[src/rtl/blake2_ctrl_pkg.sv]
// Shared types and sizing helpers for the BLAKE2 message controller.
package blake2_ctrl_pkg;

    localparam int BUS_WIDTH_DEF   = 32;
    localparam int BLOCK_WIDTH_DEF = 1024;
    localparam int DATA_LENGTH_DEF = 128;

    localparam int WORDS_PER_BLOCK = BLOCK_WIDTH_DEF / BUS_WIDTH_DEF;
    localparam int BYTES_PER_WORD  = BUS_WIDTH_DEF / 8;
    localparam int IDX_WIDTH       = $clog2(WORDS_PER_BLOCK);

    typedef enum logic [2:0] {
        IDLE,
        FILL,
        FULL,
        NEXT,
        FINAL,
        WAIT_DIGEST
    } state_t;

    function automatic int idx_width(input int words);
        return (words > 1) ? $clog2(words) : 1;
    endfunction

    function automatic int cnt_width(input int bytes);
        return $clog2(bytes + 1);
    endfunction

endpackage

[src/rtl/blake2_keep_count.sv]
// Byte-enable helper: number of enabled bytes and the matching bit mask.
module blake2_keep_count
    import blake2_ctrl_pkg::*;
#(
    parameter int BUS_WIDTH = BUS_WIDTH_DEF,
    localparam int BYTES = BUS_WIDTH / 8,
    localparam int CW = cnt_width(BYTES)
) (
    input  logic [BYTES-1:0]     keep,
    output logic [CW-1:0]        count,
    output logic [BUS_WIDTH-1:0] mask
);

    always_comb begin
        count = '0;
        mask  = '0;
        for (int i = 0; i < BYTES; i++) begin
            count = count + CW'(keep[i]);
            mask[i*8 +: 8] = {8{keep[i]}};
        end
    end

endmodule

[src/rtl/blake2_msg_ctrl.sv]
// Packs a byte stream into BLAKE2 message blocks and sequences init/next/final.
// The final command port is final_cmd because "final" is a reserved word.
module blake2_msg_ctrl
    import blake2_ctrl_pkg::*;
#(
    parameter int BUS_WIDTH   = BUS_WIDTH_DEF,
    parameter int BLOCK_WIDTH = BLOCK_WIDTH_DEF,
    parameter int DATA_LENGTH = DATA_LENGTH_DEF
) (
    input  logic                   clk,
    input  logic                   reset,
    input  logic [BUS_WIDTH-1:0]   din,
    input  logic [BUS_WIDTH/8-1:0] din_keep,
    input  logic                   valid_in,
    input  logic                   last_in,
    output logic                   ready_out,
    input  logic                   hash_ready,
    input  logic                   digest_valid,
    output logic                   init,
    output logic                   next,
    output logic                   final_cmd,
    output logic [BLOCK_WIDTH-1:0] block,
    output logic [DATA_LENGTH-1:0] data_length
);

    localparam int WORDS = BLOCK_WIDTH / BUS_WIDTH;
    localparam int BYTES = BUS_WIDTH / 8;
    localparam int IW    = idx_width(WORDS);
    localparam int CW    = cnt_width(BYTES);

    state_t               state;
    logic [IW-1:0]        idx;
    logic                 blank;
    logic [CW-1:0]        cnt;
    logic [BUS_WIDTH-1:0] mask;
    logic                 keep_zero;
    logic                 accept;
    logic                 cmd_ok;
    logic                 slot_last;

    blake2_keep_count #(
        .BUS_WIDTH (BUS_WIDTH)
    ) u_keep (
        .keep  (din_keep),
        .count (cnt),
        .mask  (mask)
    );

    assign keep_zero = (din_keep == '0);
    assign slot_last = (idx == IW'(WORDS - 1));

    // A zero-byte closing beat is taken in FULL so a full last block stays final.
    assign ready_out = (state == FILL) ||
                       (state == FULL && valid_in && last_in && keep_zero);
    assign accept    = valid_in && ready_out;

    // hash_ready is ignored during and one cycle after any command pulse.
    assign cmd_ok = hash_ready && !blank && !init && !next && !final_cmd;

    always_ff @(posedge clk or posedge reset) begin
        if (reset) begin
            state       <= IDLE;
            idx         <= '0;
            blank       <= 1'b0;
            init        <= 1'b0;
            next        <= 1'b0;
            final_cmd   <= 1'b0;
            block       <= '0;
            data_length <= '0;
        end else begin
            init      <= 1'b0;
            next      <= 1'b0;
            final_cmd <= 1'b0;
            blank     <= init || next || final_cmd;
            unique case (state)
                IDLE: begin
                    if (valid_in && cmd_ok) begin
                        init        <= 1'b1;
                        block       <= '0;
                        data_length <= '0;
                        idx         <= '0;
                        state       <= FILL;
                    end
                end
                FILL: begin
                    if (accept) begin
                        for (int k = 0; k < WORDS; k++) begin
                            if (idx == IW'(k)) begin
                                block[k*BUS_WIDTH +: BUS_WIDTH] <= din & mask;
                            end
                        end
                        data_length <= data_length + DATA_LENGTH'(cnt);
                        idx         <= slot_last ? '0 : idx + IW'(1);
                        if (last_in) begin
                            state <= FINAL;
                        end else if (slot_last) begin
                            state <= FULL;
                        end
                    end
                end
                FULL: begin
                    if (valid_in) begin
                        state <= accept ? FINAL : NEXT;
                    end
                end
                NEXT: begin
                    // Block is cleared only after the pulse cycle so the core sees it.
                    if (next) begin
                        block <= '0;
                        idx   <= '0;
                        state <= FILL;
                    end else if (cmd_ok) begin
                        next <= 1'b1;
                    end
                end
                FINAL: begin
                    if (cmd_ok) begin
                        final_cmd <= 1'b1;
                        state     <= WAIT_DIGEST;
                    end
                end
                WAIT_DIGEST: begin
                    if (digest_valid) begin
                        state <= IDLE;
                    end
                end
                default: state <= IDLE;
            endcase
        end
    end

endmodule

[config.mk]
export PLATFORM = sky130hd
export DESIGN_NAME = blake2_msg_ctrl
export DESIGN_NICKNAME = d
export VERILOG_FILES = /design/src/rtl/blake2_ctrl_pkg.sv /design/src/rtl/blake2_keep_count.sv /design/src/rtl/blake2_msg_ctrl.sv
export SDC_FILE = /design/constraint.sdc
export NUM_CORES = 2
export LEC_CHECK = 0
export CAP_MARGIN = 40
export CELL_PAD_IN_SITES_DETAIL_PLACEMENT = 0
export CELL_PAD_IN_SITES_GLOBAL_PLACEMENT = 1
export CORE_AREA = 2 2 462 464
export DETAILED_ROUTE_END_ITERATION = 12
export DIE_AREA = 0 0 464 466
export MAX_ROUTING_LAYER = met4
export PLACE_DENSITY = 0.57
export SYNTH_ARGS = -nofsm -noshare
export SYNTH_HDL_FRONTEND = slang
export SYNTH_SLANG_ARGS = --single-unit
[constraint.sdc]
create_clock -name clk -period 59.5 [get_ports clk]
set_input_delay 17.85 -clock clk [delete_from_list [all_inputs] [get_ports clk]]
set_output_delay 17.85 -clock clk [all_outputs]
set_load 0.05 [all_outputs]
==> impl_metrics.json <==
{
  "wl_per_cell_um": 28.3,
  "drc": 0,
  "antenna_found_initial": 24,
  "synth_nets": 3325,
  "worstPathMaxFanout": 10,
  "first_global_vias": 33600,
  "grtUsageMet2_pct": 30.9,
  "tightest_slew_ps": 951,
  "dp_hpwl_um": 145000,
  "cts.sinks": 1164,
  "postRouteAntennaNets": 0,
  "use_met3_pct": 6.47,
  "ys_top_cells_by_area": "dfrtp_1, mux2_2, xnor2_1, clkbuf_1, nor2_1",
  "async_reset_ff_share_pct": 100,
  "cp.required_ps": 41650,
  "drive_above_1_share_pct": 30.3,
  "slew_viol_final": 0,
  "synth_area_um2": 46500,
  "yosysTopAreaCellShare_pct": 62.7,
  "track_usage_pct": 19.5,
  "cts_setup_buffers": 0,
  "synth_top_area_cell": "dfrtp_1",
  "postCtsHoldBufs": 0,
  "gr-usage-met1_pct": 23.1,
  "cts-resized-gates": 0,
  "syn_avg_cell_area_um2": 14.2,
  "synth.distinct_cells": 46,
  "synth_most_common_cell": "dfrtp_1",
  "critPathArrivalTime_ps": 20440,
  "cp-end-kind": "output port",
  "io_pins": 1198,
  "period_needed_ps": 38290,
  "ys_warn_count": 0,
  "vias": 32800,
  "fin_crit_sh_pct": 64.3,
  "cts_buffer_depth": 3,
  "hold_viol": 0,
  "rsz0062_at_grt": "no",
  "globalplace.congestion": 0.857,
  "fmax_mhz": 26.1,
  "die_h_um": 466,
  "htreeDepth": 4,
  "skew_ps": 68.5,
  "final_nets": 4526,
  "grt_max_degree": 141,
  "routed_wl_um": 210000,
  "grt_first_pass_wirelength_um": 287000,
  "startpoint": "din_keep[3]",
  "numCtsBuffers": 143,
  "holdCritStartpoint": "block[842]$_DFFE_PP0P_",
  "worstSetupStartpointType": "primary input",
  "rows": 169,
  "overflow": 0,
  "coreArea_um2": 211000,
  "ys_seq_elements": 1164,
  "die_area_um2": 216000,
  "critical_path_class": "in2out",
  "port_buffers": 1197,
  "syn_to_final_growth_pct": 44.8,
  "clk_pin_slew_ps": 50,
  "clk_latency_ps": 820,
  "maxSlewHeadroom_pct": 36.6,
  "outcome": "finished clean",
  "fin_tns_setup_ps": 0,
  "cap_violations": 0,
  "die_w_um": 464,
  "cts_tree": "built",
  "syn_inst": 3269,
  "finalSetupViolations": 0,
  "ys.flop_type": "dfrtp_1",
  "synth_edf_count": 0,
  "min_path_type": "reg2reg",
  "initial_core_util_pct": 22.0,
  "netlist_top_cells_count": "dfrtp_1, mux2_2, clkbuf_1",
  "routed_via_density": 4.42,
  "cts-root-buf": "clkbuf_16",
  "busiest_layer": "met2",
  "ys_seq_area_share_pct": 62.7,
  "first_pass_iters": 5,
  "r2r-start": "init$_DFF_PP0_",
  "drt_iter0_drc": 2036
}
## registers in the layout (all words and copies together) (netlist names)
signal	flops
block	1024
data_length	128
idx	5
state	3
blank	1
final_cmd	1
init	1
next	1
## kinds of logic (layout without fill, tap and decap cells)
logic type | Yosys count | in the layout | share of synthesized area (%)
muxes | 1025 | 1025 | 24.8
DFF | 1164 | 1164 | 62.7
buffers and inverters | 280 | 1588 | 2.53
and+or+nand+nor | 565 | 565 | 6.32
xor gates and xnor gates | 82 | 82 | 1.55
AOI/OAI and AO/OA | 139 | 139 | 1.66
adders and majority gates | 14 | 14 | 0.409
other | 0 | 8 | 0
## through the flow
| stage | utilization [%] | std cells | cell area, um^2 | hold WS [ps] | setup WS [ps] |
|---|---|---|---|---|---|
| finish | 31.8 | 7406 | 67300 | 483 | 21210 |
| global route | 31.8 | 7399 | 67200 | 507 | 21010 |
| CTS | 31.8 | 7398 | 67200 | 486 | 21140 |
| detailed placement | 29.5 | 7146 | 62400 | 474 | 21150 |
| global placement | 29.3 | 7125 | 61900 | 468 | 21140 |
| floorplan | - | 3269 | 46500 | 514 | 8860 |
## placed cells by master (no fill, tap or decap), drive strengths merged, types with 58 or more instances in the layout
| master | n |
|---|---|
| nand3 | 72 |
| dfrtp | 1164 |
| a21oi | 74 |
| nor2 | 135 |
| clkdlybuf4s50 | 1197 |
| buf | 102 |
| mux2 | 1024 |
| nand2 | 77 |
| nand4 | 58 |
| xnor2 | 68 |
| nor3 | 60 |
| clkbuf | 210 |
## critical path, stage by stage
cell             delay [ps]
clkdlybuf4s50_1         860
nor3_1                  580
a21oi_1                 150
nor2_1                  160
clkdlybuf4s50_1         830
## path summary, 6_finish.rpt
kind                                           to  slack [ps]  depth (start not counted)
min in group asynchronous  block[944]$_DFFE_PP0P_       17360                          2
max in group asynchronous  block[570]$_DFFE_PP0P_       37500                         11
max reg2reg                block[318]$_DFFE_PP0P_       55400                          8
max                                     ready_out       21210                          5
min reg2reg                block[842]$_DFFE_PP0P_         480                          1
min                        block[842]$_DFFE_PP0P_         480                          1
## final cells by class
| type | count | area (um^2) |
|---|---|---|
| Timing Repair Buffer | 1299 | 13100 |
| Multi-Input combinational cell | 1825 | 16500 |
| Clock buffer | 210 | 4160 |
| Clock inverter | 42 | 697 |
| Antenna cell | 8 | 20.0 |
| Sequential cell | 1164 | 29100 |
| Inverter | 37 | 148 |
| Fill cell | 21100 | 144000 |
| Tap cell | 2821 | 3530 |
## per-layer routing
| layer | up-vias | routed length (um) |
|---|---|---|
| li1 | 13900 | - |
| met1 | 17300 | 85700 |
| met2 | 1279 | 99500 |
| met3 | 267 | 17100 |
| met4 | 0 | 7330 |
| met5 | - | 0 |
Power is not shown: default switching activity piles up to over one toggle a cycle in this logic, so the estimate is an artifact.
